==> src/rtl/irq_arbiter.sv <==
// External interrupt arbiter: latches level interrupt lines through per-source gateways,
// masks them with an enable register and serves claim/complete cycles from ISR software.
module irq_arbiter #(
    parameter int NUM_SRC = 8,
    parameter int ID_W    = 5
) (
    input  logic               clk,
    input  logic               rst,
    input  logic [NUM_SRC-1:0] src_irq,
    input  logic               cfg_wen,
    input  logic               cfg_ren,
    input  logic [1:0]         cfg_addr,
    input  logic [31:0]        cfg_wdata,
    output logic [31:0]        cfg_rdata,
    output logic               ex_interrupt
);

    localparam logic [1:0] ADDR_ENABLE  = 2'd0;
    localparam logic [1:0] ADDR_PENDING = 2'd1;
    localparam logic [1:0] ADDR_CLAIM   = 2'd2;
    localparam logic [1:0] ADDR_INSVC   = 2'd3;

    // Gateway state per source: pend and insvc are mutually exclusive; both clear means IDLE.
    logic [NUM_SRC-1:0] enable_q, enable_d;
    logic [NUM_SRC-1:0] pend_q, pend_d;
    logic [NUM_SRC-1:0] insvc_q, insvc_d;
    logic               ex_interrupt_q, ex_interrupt_d;

    logic [ID_W-1:0]    best_id;
    logic [ID_W-1:0]    complete_id;
    logic               claim_hit;
    logic               complete_hit;
    logic               enable_wr;
    logic               unused_wdata;

    assign unused_wdata = ^cfg_wdata[31:NUM_SRC];

    // Lowest-numbered enabled pending source wins.
    always_comb begin
        best_id = '0;
        for (int i = NUM_SRC - 1; i >= 0; i--) begin
            if (pend_q[i] && enable_q[i]) begin
                best_id = ID_W'(i + 1);
            end
        end
    end

    always_comb begin
        complete_id  = cfg_wdata[ID_W-1:0];
        claim_hit    = cfg_ren && (cfg_addr == ADDR_CLAIM) && (best_id != '0);
        complete_hit = cfg_wen && (cfg_addr == ADDR_CLAIM);
        enable_wr    = cfg_wen && (cfg_addr == ADDR_ENABLE);
    end

    // Claim and complete both look at pre-edge state, so a complete of the ID being claimed
    // this cycle finds it not yet in service and is dropped.
    always_comb begin
        pend_d  = pend_q;
        insvc_d = insvc_q;
        for (int i = 0; i < NUM_SRC; i++) begin
            if (claim_hit && (best_id == ID_W'(i + 1))) begin
                pend_d[i]  = 1'b0;
                insvc_d[i] = 1'b1;
            end
            if (complete_hit && insvc_q[i] && (complete_id == ID_W'(i + 1))) begin
                insvc_d[i] = 1'b0;
            end
            if (!pend_q[i] && !insvc_q[i] && src_irq[i]) begin
                pend_d[i] = 1'b1;
            end
        end
    end

    always_comb begin
        enable_d = enable_q;
        if (enable_wr) begin
            enable_d = cfg_wdata[NUM_SRC-1:0];
        end
        ex_interrupt_d = |(pend_q & enable_q);
    end

    always_comb begin
        cfg_rdata = '0;
        case (cfg_addr)
            ADDR_ENABLE:  cfg_rdata[NUM_SRC-1:0] = enable_q;
            ADDR_PENDING: cfg_rdata[NUM_SRC-1:0] = pend_q;
            ADDR_CLAIM:   cfg_rdata[ID_W-1:0]    = best_id;
            ADDR_INSVC:   cfg_rdata[NUM_SRC-1:0] = insvc_q;
            default:      cfg_rdata              = '0;
        endcase
    end

    always_ff @(posedge clk) begin
        if (rst) begin
            enable_q       <= '0;
            pend_q         <= '0;
            insvc_q        <= '0;
            ex_interrupt_q <= 1'b0;
        end else begin
            enable_q       <= enable_d;
            pend_q         <= pend_d;
            insvc_q        <= insvc_d;
            ex_interrupt_q <= ex_interrupt_d;
        end
    end

    assign ex_interrupt = ex_interrupt_q;

endmodule

==> config.mk <==
export PLATFORM = sky130hd
export DESIGN_NAME = irq_arbiter
export DESIGN_NICKNAME = d
export VERILOG_FILES = /design/src/rtl/irq_arbiter.sv
export SDC_FILE = /design/constraint.sdc
export NUM_CORES = 1
export LEC_CHECK = 0
export BUFFER_PORTS_ARGS = -buffer_cell sky130_fd_sc_hd__buf_2
export CAP_MARGIN = 25
export CORE_MARGIN = 2
export CORE_UTILIZATION = 45
export DETAILED_ROUTE_END_ITERATION = 16
export PLACE_DENSITY = 0.91
export REMOVE_ABC_BUFFERS = 1
export SYNTH_ARGS = -nofsm -noshare
export SYNTH_HDL_FRONTEND = slang
export SYNTH_SLANG_ARGS = --single-unit
==> constraint.sdc <==
create_clock -name clk -period 3.02 [get_ports clk]
set_input_delay 0.302 -clock clk [delete_from_list [all_inputs] [get_ports clk]]
set_output_delay 0.302 -clock clk [all_outputs]
set_load 0.01 [all_outputs]
==> results of run 1 <==
## worst register-to-register path, cell delays in order (launching register included)
cell and delay [ns]:
sky130_fd_sc_hd__dfxtp_1 0.37, sky130_fd_sc_hd__a22o_1 0.29, sky130_fd_sc_hd__o211a_4 0.28, sky130_fd_sc_hd__or2_4 0.26, sky130_fd_sc_hd__nor3_2 0.24, sky130_fd_sc_hd__nor3_1 0.08
## registers in the layout (all words and copies together) (netlist names)
register	cells
enable_q	8
ex_interrupt	1
insvc_q	8
pend_q	8
## layer usage
| layer | vias up | share of wire | track usage |
|---|---|---|---|
| li1 | 679 | - | - |
| met1 | 643 | 0.44 | 0.248 |
| met2 | 59 | 0.46 | 0.290 |
| met3 | 8 | 0.072 | 0.0414 |
| met4 | 0 | 0.021 | 0.0639 |
| met5 | - | 0 | 0 |
## per-stage QoR
stage | utilization | cell area [um2]
finish | 0.500 | 1660
detailed placement | 0.491 | 1630
global route | 0.500 | 1660
CTS | 0.500 | 1660
floorplan | - | 1420
global placement | 0.491 | 1630
## power groups by stage
stage               Combinational, mW  Sequential [mW]  Clock (mW)
finish                          0.108            0.357       0.160
global route                    0.119            0.359       0.177
CTS                             0.107            0.356       0.165
detailed placement              0.106            0.364           0
global placement                0.105            0.363           0
floorplan                      0.0649            0.360           0
## cell type report
class,count,area share
tap,46,0.0347
multi-input combinational,143,0.532
clock buffer,3,0.0136
inverter,10,0.0227
clock inverter,1,0.00453
timing repair buffer,30,0.0906
sequential,25,0.302
## layout by cell type, fill, tap and decap left out, drive strengths merged, types with 2 or more instances in the layout
cell     n
nand2   25
a22oi    2
nand3    4
a22o     6
buf     30
o21a     6
and2     3
dfxtp   25
conb    24
mux2     4
nor2     9
nor3    10
o211ai   3
mux4     3
nor2b    2
inv     10
a31oi    4
nor4     2
a21oi   18
clkbuf   3
a41oi    4
## worst max path at each step
stage,slack (ns),cells past startpoint,from,end
CTS,0.70,6,enable_q[5],cfg_rdata[1]
detailed placement,1.11,6,enable_q[5],cfg_rdata[1]
global route,0.63,6,enable_q[5],cfg_rdata[1]
global placement,1.12,6,enable_q[5],cfg_rdata[1]
floorplan,1.33,5,enable_q[3],cfg_rdata[1]
finish,0.70,6,enable_q[5],cfg_rdata[1]
## kinds of logic after synthesis
family / after synthesis / share of synthesized area
other cells: 1 / 0.00244
compound gates: 50 / 0.231
buf+inv: 40 / 0.157
mux: 8 / 0.0798
simple gates: 61 / 0.204
flops: 25 / 0.326
==> impl_summary.md, run 1 <==
Power
Of the total power, the share spent switching nets is 0.300. In this run the static leakage power is 0.668 nW. The relative contribution of sequential cells to total power is 0.571. The worst-case IR drop observed on VDD is 0.000264 V. The internal cell power is 0.437 mW. The total power consumption of the routed design is approximately 0.62 mW. The switching power is 0.187 mW. The areal power density over the cells is 377 nW/um2. Of the total power, the clock network draws 0.257.

The share of total power dissipated in combinational logic is 0.172.

Setup path
The signal on the critical path passes through a22oi_2, o211a_4, or2_4, inv_1, mux4_2, buf_2. The worst setup path is of the reg -> out kind. The nature of the critical path startpoint is a register. Of all nets on the critical path, the largest fanout is 5. The data required time of the critical path is roughly 2.7 ns. The kind of cell with the highest combined delay along the critical path is compound AO/OA/AOI/OAI gates.

The endpoint arrival time on the critical path is 2.02 ns. On the critical path, the stage with the largest delay is an instance of sky130_fd_sc_hd__mux4_2. The kind of end point of the critical path is an output pin.

The register-to-register setup slack is 1.39 ns. The critical path contains buffers and inverters numbering 2 combined. The worst reg2reg path endpoint is pend_q[6]. On the worst path, the slowest cell contributes a delay of 0.44 ns. The worst register-to-register path begins at enable_q[3]. The number of cells on the worst reg-to-reg path is 5.

Cells and area
The number of antenna repair diodes is 0. The area occupied by registers is around 500 um2. Compared with the post-synthesis result, the final layout area differs by 7.82%. In the final layout, the multi-input gates occupy a little under 900 um2.

After the last flow step, the layout net total stands at 259. For this run, the number of standard cells in the final layout without fillers is 258. The number of fill cells in the layout is 344. In the final layout, the share of cells above drive strength 1 is 0.226.

Synthesis
Ranked by instance count, the synthesized netlist is headed by sky130_fd_sc_hd__dfxtp_1, sky130_fd_sc_hd__nand2_1, sky130_fd_sc_hd__buf_4. The largest area contributor in the netlist is sky130_fd_sc_hd__dfxtp_1. The most common flop cell mapped by yosys is sky130_fd_sc_hd__dfxtp_1. In the synthesized netlist the async set-or-reset flop fraction comes to 0. Yosys mapped a number of flops with a built-in enable equal to 0. The number of synthesis warnings is 0. The synthesized area is 1540 um2.

Synthesis produced ~190 cells. The share of synthesized area in the top cell type comes to 0.326. In this run, distinct cell masters in the synthesized netlist total 39. Sorting the synthesized cells by area gives the leading types as sky130_fd_sc_hd__dfxtp_1, sky130_fd_sc_hd__buf_4, sky130_fd_sc_hd__nand2_1. The register bit count reported by yosys is 25. The mean instance size in the synthesized netlist is 8.31 um2.

The share of the Yosys chip area taken by registers is 0.326.

STA
The routed design could run at a clock period as short as between 2 and 2.5 ns. The worst clock skew on the final layout is slightly below 0.004 ns. The number of endpoints failing setup at the final stage is 0. The worst slack on hold paths is around 0.19 ns. For this run, the top clock speed supported by timing is 0.432 GHz.

Adding up every negative setup slack in the final design gives 0 ns. The ratio of final minimum period to clock period is 0.767. Setup repair after global routing left no endpoint under its margin. At the pin with the least slew margin, the transition time is 0.596 ns. The normalized max-slew margin is 0.602. The number of hold-slack violations in the final timing report is 0. Across all setup checks in the final design, the least slack found is 0.703 ns. The number of max-slew violations in the final report is 0.

GRT
The overflow left after global routing is 0. Across every metal layer, demand over resource in global routing totals 0.184. The number of antenna violations at the first check in global routing is 0.

The number of global-route vias before repair is 1236. Entering global routing, the biggest net connects 26 pins. The global-route wire length before repair is 5810 um.

CTS
The number of buffers added by the clock tree synthesis step is 3. CTS placed an instance of sky130_fd_sc_hd__clkbuf_4 at the clock tree root. For this design, the CTS-stage hold fixing added 0 buffers. CTS built an H-tree with a depth of 1.

The clock transition time at the flip-flop clock pins of the worst setup and hold paths is about 0.14 ns. The CTS tree is yes. CTS saw 25 sinks. The post-CTS setup buffer count is 0.

Post-CTS repair changed the size of 0 cells. For the worst-skew pair, the clock arrives at the later sink with an insertion delay of approximately 0.33 ns. The longest clock path from root to sink contains 2 buffers.

Die
The starting utilization of the core area is 0.464. In this run the standard cell core region covers 3310 um2. From left edge to right edge, the die measures approximately 62 um.

The row count is 21. The die height is approximately 62 um. The overall die area is 3900 um2. The number of ports placed on the die boundary is roughly 80.

Routing
The first-pass iteration count of the detailed router is 5. After detailed routing, the number of vias per cell comes to 5.38. For this block, the initial DRC count from the detailed router was 47. The routed wire length is 3460 um. The residual antenna-violating net count after detailed routing is 0.

Dividing the detail-routed wire length by the instance count gives 13.4 um. Across all layers, the routed design uses 1389 vias. In the routed design, unresolved DRC markers number 0.

Run
The max-cap check violation count is 0.

Placed design
After detailed placement, the design holds a cell count of 254. The routability-driven placement congestion ratio is 0.881. The number of buffer cells added on primary ports is 30. OpenSTA, run right after detailed placement, puts the worst setup slack at 1.11 ns. Once detailed placement completed, the half-perimeter wirelength came to 2690 um.

Worst hold path
The worst hold path was traced through 3 stages. The path category of the worst min-delay check is in -> reg. The path with the worst hold slack has its endpoint at enable_q[5]. The startpoint identified for the worst hold timing path is cfg_wdata[5].

Status
The run finished with clean final reports.
Note: power is estimated with default switching activity, not from simulation.
==> run 2, diff against run 1 <==
--- a/config.mk
+++ b/config.mk
@@ -5,12 +5,13 @@
 export SDC_FILE = /design/constraint.sdc
 export NUM_CORES = 1
 export LEC_CHECK = 0
+export ABC_AREA = 1
 export BUFFER_PORTS_ARGS = -buffer_cell sky130_fd_sc_hd__buf_2
 export CAP_MARGIN = 25
 export CORE_MARGIN = 2
-export CORE_UTILIZATION = 45
+export CORE_UTILIZATION = 42
 export DETAILED_ROUTE_END_ITERATION = 16
-export PLACE_DENSITY = 0.91
+export PLACE_DENSITY = 0.88
 export REMOVE_ABC_BUFFERS = 1
 export SYNTH_ARGS = -nofsm -noshare
 export SYNTH_HDL_FRONTEND = slang
==> constraint.sdc (replaced) <==
create_clock -name clk -period 2.1 [get_ports clk]
set_input_delay 0.21 -clock clk [delete_from_list [all_inputs] [get_ports clk]]
set_output_delay 0.21 -clock clk [all_outputs]
set_load 0.01 [all_outputs]
==> impl_summary.md, run 2 <==
Setup path
The depth of the most critical reg-to-reg path is 7 (was 5). The top fanout value on the critical path is 4 (was 5). The kind of end point of the critical path is an output pin (unchanged). The category of the most critical setup path was reg -> out (unchanged). The nature of the critical path startpoint was a register (unchanged). The register-to-register setup slack is 0.73 ns (was 1.39 ns). The endpoint arrival time on the critical path is 1.57 ns (was 2.02 ns). The data required time of the critical path is 1.89 ns (was 2.72 ns). The launch point of the worst reg-to-reg path is enable_q[6] (was enable_q[3]). The worst reg2reg path endpoint is pend_q[1] (was pend_q[6]).

CTS
The number of buffers added by the clock tree synthesis step came to 3 (unchanged). The deepest level of the CTS H-tree is 1 (unchanged). The count of clock tree sinks is 25 (unchanged). The number of gates resized after CTS is 0 (unchanged). The post-CTS setup buffer count is 0 (unchanged). The CTS tree is yes (unchanged). The clock transition time at the flip-flop clock pins of the worst setup and hold paths is 0.08 ns (was 0.14 ns). The number of buffers inserted by hold repair at cts was 0 (unchanged). The maximum clock path buffer count came to 2 (unchanged).

The source-to-sink clock delay at the later pin of the worst-skew pair was 0.27 ns (was 0.33 ns). The root buffer cell is sky130_fd_sc_hd__clkbuf_8 (was sky130_fd_sc_hd__clkbuf_4).

Cells and area
The design area is 1820 um2 (was 1660 um2). Commonest cells after routing, fill and taps aside: sky130_fd_sc_hd__nand2_1, sky130_fd_sc_hd__buf_2, sky130_fd_sc_hd__dfxtp_1 (was sky130_fd_sc_hd__buf_2, sky130_fd_sc_hd__nand2_1, sky130_fd_sc_hd__dfxtp_1). Leading registers by flop count: enable_q x8, insvc_q x8, pend_q x8 (unchanged). The multi-input gate area in the final layout is 931 um2 (was 881 um2). The most common cell after layout, fill and taps aside is sky130_fd_sc_hd__nand2_1 (was sky130_fd_sc_hd__buf_2). The fraction of final layout cells sized beyond drive strength 1 was 0.267 (was 0.226). The number of antenna repair diodes came to 0 (unchanged). The end-of-flow core utilization is 0.485 (was 0.500). The area growth from synthesis to layout is 9.26% (was 7.82%).

The area occupied by registers is 500 um2 (unchanged). The number of fill cells in the layout is 405 (was 344). The number of nets in the final layout is 305 (was 259).

Die
The number of ports placed on the die boundary is 79 (unchanged). The placeable core region is 3740 um2 (was 3310 um2). The width of the die is 66.9 um (was 62.4 um). The starting utilization of the core area is 0.444 (was 0.464).

The overall die area is 4480 um2 (was 3900 um2). The die height is 66.9 um (was 62.4 um). The row count is 22 (was 21).

Synthesis
The synthesized area is 1660 um2 (was 1540 um2). The register bit count reported by yosys came to 25 (unchanged). The count of mapped cells out of synthesis was 227 (was 185). The mean instance size in the synthesized netlist was 7.32 um2 (was 8.31 um2). The most common flop cell mapped by yosys is sky130_fd_sc_hd__dfxtp_1 (unchanged).

The count of unique library cells instantiated by Yosys is 32 (was 39). The most common cell in the synthesized netlist is sky130_fd_sc_hd__nand2_1. Top cells by instance count after synthesis: sky130_fd_sc_hd__nand2_1, sky130_fd_sc_hd__buf_4, sky130_fd_sc_hd__dfxtp_1 (was sky130_fd_sc_hd__dfxtp_1, sky130_fd_sc_hd__nand2_1, sky130_fd_sc_hd__buf_4). The number of enable flip-flop cells after synthesis came to 0 (unchanged). Main area contributors after synthesis: sky130_fd_sc_hd__dfxtp_1, sky130_fd_sc_hd__buf_4, sky130_fd_sc_hd__nand2_1 (unchanged). The number of synthesis warnings was 0 (unchanged). The fraction of registers with async set/reset was 0 (unchanged). The largest area contributor in the netlist is sky130_fd_sc_hd__dfxtp_1 (unchanged).

The share of the synthesized area in the top cell type is 0.301 (was 0.326). The sequential element share of the synthesized area is 0.301 (was 0.326).

STA
Dividing the final minimum period by the clock period gives 0.845. The highest attainable clock frequency is between 0.5 and 0.6 GHz. The worst slack on hold paths is 0.192 ns (was 0.185 ns).

The number of max-slew violations in the final report is 0 (unchanged). The number of hold-slack violations in the final timing report is 0 (unchanged). The final sum of negative setup slack is 0 ns (unchanged). The number of endpoints failing setup at the final stage is 0 (unchanged). The smallest clock period supported by the final layout is computed as 1.78 ns.

RSZ-0062 raised after global routing: false (unchanged). The worst clock skew on the final layout is 0.00484 ns (was 0.00396 ns).

Placed design
The instance area after placement is 1770 um2 (was 1630 um2). The placed wire-length estimate after detailed placement is 2950 um (was 2690 um). The number of buffer cells added on primary ports came to 30 (unchanged). The routability-driven placement congestion ratio is 0.967 (was 0.881).

Routing
The count of vias placed by the detailed router is 1537 (was 1389). The via density per instance was 5.02 (was 5.38). The topmost layer with routed signal wires was met4 (unchanged). The routed wire length came to 3650 um (was 3460 um). The first-pass iteration count of the detailed router was 4 (was 5). The number of DRC violations after detailed-routing iteration 0 is 93 (was 47).

The met1 wire length is 1540 um (about the same). The total met2 wirelength after detailed routing is 1750 um (was 1600 um). The number of design rule violations left after detail routing is 0 (unchanged). The residual antenna-violating net count after detailed routing was 0 (unchanged).

The final routed wire length divided by cell count is 11.9 um (was 13.4 um). The length of routed met3 wiring was 292 um (was 248 um).

Status
Run status: finished, final reports clean (unchanged).

Power
The peak supply drop came to 0.000231 V (was 0.000264 V). The areal power density over the cells is 549 nW/um2 (was 377 nW/um2). The leakage power came to 0.856 nW (was 0.668 nW).

GRT
The number of antenna violations at the first check in global routing is 0 (unchanged). The overflow left after global routing is 0 (unchanged). The global-route usage over all layers came to 0.179 (was 0.184). The number of global-route vias before repair came to 1323 (was 1236).

The maximum number of pins on one net before global-route repair was 15 (was 26). The global-route wire length before repair is 6030 um (was 5810 um).

Worst hold path
The critical hold path startpoint is cfg_wdata[7] (was cfg_wdata[5]). The cell count of the worst hold path was 3 (unchanged). The worst-case hold path end point was enable_q[7] (was enable_q[5]).

The path category of the worst min-delay check is in -> reg (unchanged).

Run
The max-cap check violation count came to 0 (unchanged).
## run 2: cell count changes after synthesis, moves of 5 or more
cell | previous run | this run
sky130_fd_sc_hd__a22o_1 | 6 | 0
sky130_fd_sc_hd__inv_1 | 10 | 23
sky130_fd_sc_hd__nand2_1 | 25 | 46
sky130_fd_sc_hd__nand2_2 | 0 | 8
sky130_fd_sc_hd__nand4_1 | 1 | 6
sky130_fd_sc_hd__nor2_1 | 9 | 19
sky130_fd_sc_hd__o21a_1 | 6 | 0
sky130_fd_sc_hd__o21ai_0 | 1 | 9
## run 2: final cells by class
type                            count  area share
Clock buffer                        4      0.0248
Inverter                           30      0.0669
Multi-Input combinational cell    168       0.513
Sequential cell                    25       0.276
Tap cell                           48      0.0331
Timing Repair Buffer               31      0.0868
## run 2: how the worst max path moves through the flow
stage | from | end | slack (ns) | depth (start not counted)
2_1_floorplan | enable_q[4] | pend_q[2] | 0.90 | 7
3_5_place_dp | enable_q[6] | cfg_rdata[0] | 0.65 | 11
4_1_cts | enable_q[6] | cfg_rdata[0] | 0.35 | 11
3_3_place_gp | enable_q[6] | cfg_rdata[0] | 0.66 | 11
5_1_grt | enable_q[6] | cfg_rdata[0] | 0.16 | 11
6_report | enable_q[6] | cfg_rdata[0] | 0.32 | 11
## run 2: logic make-up after synthesis
family | synth area share
and+or+nand+nor | 0.358
other | 0.00226
buffers and inverters | 0.191
AOI/OAI and AO/OA | 0.148
DFF | 0.301
## run 2: power breakdown
group | switching [mW] | leakage (nW) | internal [mW] | total [mW]
clock | 0.141 | 0.0228 | 0.136 | 0.277
combinational | 0.137 | 0.628 | 0.0703 | 0.207
sequential | 0.0175 | 0.205 | 0.495 | 0.513
total | 0.296 | 0.856 | 0.701 | 0.997
## run 2: per-stage QoR
step / setup slack, ns / instances / power, mW
floorplan: 0.901 / 223 / 0.660
global placement: 0.663 / 302 / 0.725
detailed placement: 0.651 / 302 / 0.730
CTS: 0.345 / 306 / 1.01
global route: 0.159 / 306 / 1.06
finish: 0.325 / 306 / 0.997
## run 2: critical path, cell delays in order, from the launching register on
cell and delay [ns]:
sky130_fd_sc_hd__dfxtp_1 0.40, sky130_fd_sc_hd__nand2_2 0.11, sky130_fd_sc_hd__inv_1 0.06, sky130_fd_sc_hd__nand2_1 0.04, sky130_fd_sc_hd__nand2_1 0.05, sky130_fd_sc_hd__nand2_1 0.05, sky130_fd_sc_hd__nand2_1 0.07, sky130_fd_sc_hd__nand2_2 0.07
sky130_fd_sc_hd__nand2_1 0.12, sky130_fd_sc_hd__nand2_1 0.07, sky130_fd_sc_hd__o2111ai_1 0.08, sky130_fd_sc_hd__buf_2 0.17
## run 2: routing by layer
metal,up-vias,track usage
met5,-,0
met4,0,0.0893
met3,9,0.0270
met2,73,0.281
met1,706,0.236
li1,749,-
==> run 3, diff against run 2 <==
--- a/config.mk
+++ b/config.mk
@@ -9,9 +9,9 @@
 export BUFFER_PORTS_ARGS = -buffer_cell sky130_fd_sc_hd__buf_2
 export CAP_MARGIN = 25
 export CORE_MARGIN = 2
-export CORE_UTILIZATION = 42
+export CORE_UTILIZATION = 45
 export DETAILED_ROUTE_END_ITERATION = 16
-export PLACE_DENSITY = 0.88
+export PLACE_DENSITY = 0.9
 export REMOVE_ABC_BUFFERS = 1
 export SYNTH_ARGS = -nofsm -noshare
 export SYNTH_HDL_FRONTEND = slang
==> constraint.sdc (replaced) <==
create_clock -name clk -period 1.8 [get_ports clk]
set_input_delay 0.18 -clock clk [delete_from_list [all_inputs] [get_ports clk]]
set_output_delay 0.18 -clock clk [all_outputs]
set_load 0.01 [all_outputs]
==> impl_summary.md, run 3 (synthesis results as in run 2) <==
Status
Run status: finished, final reports clean (unchanged).

Cells and area
The end-of-flow core utilization was 0.507 (was 0.485). Commonest cells after routing, fill and taps aside: sky130_fd_sc_hd__nand2_1, sky130_fd_sc_hd__buf_2, sky130_fd_sc_hd__conb_1 (was sky130_fd_sc_hd__nand2_1, sky130_fd_sc_hd__buf_2, sky130_fd_sc_hd__dfxtp_1). The number of nets in the final layout is 305 (unchanged). The number of fill cells in the layout is 369 (was 405). Leading registers by flop count: enable_q x8, insvc_q x8, pend_q x8 (unchanged). The area growth from synthesis to layout is 10.1% (was 9.26%). The post-route non-filler standard cell count is 306 (unchanged).

The area occupied by registers is 508 um2 (was 500 um2). The fraction of final layout cells sized beyond drive strength 1 is 0.298 (was 0.267). The number of antenna repair diodes is 0 (unchanged). The multi-input gate area in the final layout was 933 um2 (was 931 um2). The most common cell after layout, fill and taps aside was sky130_fd_sc_hd__nand2_1 (unchanged).

CTS
The maximum clock path buffer count is 2 (unchanged). The number of buffers inserted by hold repair at cts is 0 (unchanged). The deepest level of the CTS H-tree is 1 (unchanged). The CTS tree is yes (unchanged). The number of buffers added by the clock tree synthesis step came to 3 (unchanged). The clock transition time at the flip-flop clock pins of the worst setup and hold paths is 0.09 ns (was 0.08 ns).

The count of clock tree sinks is 25 (unchanged). The root buffer cell was sky130_fd_sc_hd__clkbuf_8 (unchanged). The source-to-sink clock delay at the later pin of the worst-skew pair is 0.27 ns (about the same).

Routing
The number of design rule violations left after detail routing is 0 (unchanged). The via density per instance is 4.81 (was 5.02). The residual antenna-violating net count after detailed routing came to 0 (unchanged). The routed wire length is 3690 um (was 3650 um). The count of vias placed by the detailed router was 1473 (was 1537). The final routed wire length divided by cell count was 12.1 um (was 11.9 um). The number of DRC violations after detailed-routing iteration 0 is 68 (was 93). The first-pass iteration count of the detailed router is 4 (unchanged).

Die
The placeable core region is 3610 um2 (was 3740 um2). The overall die area is 4190 um2 (was 4480 um2). The row count is 22 (unchanged). The starting utilization of the core area is 0.461 (was 0.444). The number of ports placed on the die boundary is 79 (unchanged). The die height was 64.8 um (was 66.9 um). The width of the die came to 64.8 um (was 66.9 um).

STA
RSZ-0062 raised after global routing: false (unchanged). The number of hold-slack violations in the final timing report was 0 (unchanged). The number of endpoints failing setup at the final stage is 0 (unchanged). The worst clock skew on the final layout is 0.00674 ns (was 0.00484 ns).

The routed design could run at a clock period as short as about 1.7 ns. The final sum of negative setup slack is 0 ns (unchanged). The number of max-slew violations in the final report is 0 (unchanged). The post-layout worst setup margin is 0.104 ns (was 0.325 ns). The highest attainable clock frequency is 0.590 GHz. The ratio of final minimum period to clock period is 0.942.

Setup path
The gate family responsible for the most delay along the worst path is simple AND/OR/NAND/NOR gates (unchanged). The register-to-register setup slack is 0.44 ns (was 0.73 ns). The kind of end point of the critical path is an output pin (unchanged). The nature of the critical path startpoint is a register (unchanged).

The delay of the slowest critical-path stage came to 0.39 ns (was 0.40 ns). The number of buffers and inverters on the critical path was 3 (was 2). The master of the slowest instance on the critical path was sky130_fd_sc_hd__dfxtp_1 (unchanged).

The category of the most critical setup path is reg -> out (unchanged). The top fanout value on the critical path is 4 (unchanged). CP Cell Sequence: nand2_2, nand2_2, inv_1, nand2_1, nand2_1, inv_2, nand2_1, o2111ai_1, buf_2 (was nand2_2, inv_1, nand2_1, nand2_1, nand2_1, nand2_1, nand2_2, nand2_1, nand2_1, o2111ai_1, buf_2). The library cell appearing most often on the critical path is sky130_fd_sc_hd__nand2_1 (unchanged). The endpoint arrival time on the critical path is 1.52 ns (was 1.57 ns).

The data required time of the critical path is 1.62 ns (was 1.89 ns).

Power
The power share of the clock group was 0.285 (was 0.278). The areal power density over the cells is 645 nW/um2 (was 549 nW/um2). The leakage power is 0.857 nW (was 0.856 nW). The switching portion of total power is 0.306 (was 0.297). The combinational share of power is 0.205 (was 0.208). The switching power is 0.360 mW (was 0.296 mW). The relative contribution of sequential cells to total power was 0.510 (was 0.514). The internal cell power is 0.819 mW (was 0.701 mW).

The peak supply drop was 0.000490 V (was 0.000231 V).

GRT
The global-route wire length before repair is 6070 um (was 6030 um). The global-route usage over all layers is 0.183 (was 0.179). The maximum number of pins on one net before global-route repair is 16 (was 15). The number of antenna violations at the first check in global routing is 0 (unchanged). The number of global-route vias before repair is 1382 (was 1323).

The overflow left after global routing was 0 (unchanged).

Placed design
The routability-driven placement congestion ratio is 0.997 (was 0.967). The number of buffer cells added on primary ports came to 30 (unchanged). The minimum setup slack after placement is 0.396 ns (was 0.651 ns). The placed instance count is 302 (unchanged).

The placed wire-length estimate after detailed placement was 2950 um (about the same).

Worst hold path
The path category of the worst min-delay check was in -> reg (unchanged).

Run
The max-cap check violation count is 0 (unchanged).
run 3: cell types whose count changed in the layout (fill, tap and decap cells not counted):
cell and delta:
sky130_fd_sc_hd__dfxtp_1 -6, sky130_fd_sc_hd__dfxtp_2 +6, sky130_fd_sc_hd__clkbuf_1 -1, sky130_fd_sc_hd__clkinvlp_4 +1, sky130_fd_sc_hd__nand2_1 -1, sky130_fd_sc_hd__nand2_2 +1
run 3: what timing repair did:
action | 4_1_cts | 5_1_grt
gates resized for setup | 0 | 7
endpoints found under the setup margin | 0 | 2
setup buffers | 0 | 0
run 3: worst reg2reg max path, stage by stage (launching register included):
cell and delay [ns]:
sky130_fd_sc_hd__dfxtp_1 0.33, sky130_fd_sc_hd__nand2_1 0.12, sky130_fd_sc_hd__nand2_2 0.11, sky130_fd_sc_hd__nor2_8 0.16, sky130_fd_sc_hd__nand2_4 0.09, sky130_fd_sc_hd__a21oi_2 0.14, sky130_fd_sc_hd__nand3_1 0.12, sky130_fd_sc_hd__nor3b_2 0.17
run 3: layout make-up:
class	instances	area share
timing repair buffer	31	0.0862
multi-input combinational	168	0.510
clock inverter	1	0.00410
sequential	25	0.278
inverter	30	0.0663
tap	48	0.0328
clock buffer	3	0.0226
run 3: power groups by stage:
| stage | clock network [mW] | logic (mW) | registers, mW |
|---|---|---|---|
| final | 0.336 | 0.242 | 0.601 |
| after global routing | 0.373 | 0.269 | 0.604 |
| after CTS | 0.352 | 0.240 | 0.599 |
| after detailed placement | 0 | 0.239 | 0.611 |
| after global placement | 0 | 0.233 | 0.610 |
| after floorplan | 0 | 0.163 | 0.607 |
run 3: worst paths after layout:
path / start / end / cells past startpoint
setup / recovery: enable_q[1] / cfg_rdata[1] / 9
hold reg to reg: enable_q[6] / enable_q[6] / 2
setup reg to reg: enable_q[4] / pend_q[2] / 7
hold / removal: cfg_wdata[5] / enable_q[5] / 3
run 3: stage by stage:
stage | hold slack (ns) | power, mW | instance area, um2
after floorplan | 0.250 | 0.770 | 1550
after global placement | 0.429 | 0.844 | 1770
after detailed placement | 0.435 | 0.850 | 1770
after CTS | 0.150 | 1.19 | 1820
after global routing | 0.195 | 1.25 | 1830
final | 0.150 | 1.18 | 1830
run 3: metal layers:
layer / GRT usage / part of all wire
met3: 0.0243 / 0.055
met4: 0.0771 / 0.025
met1: 0.227 / 0.42
met2: 0.317 / 0.50
met5: 0 / 0
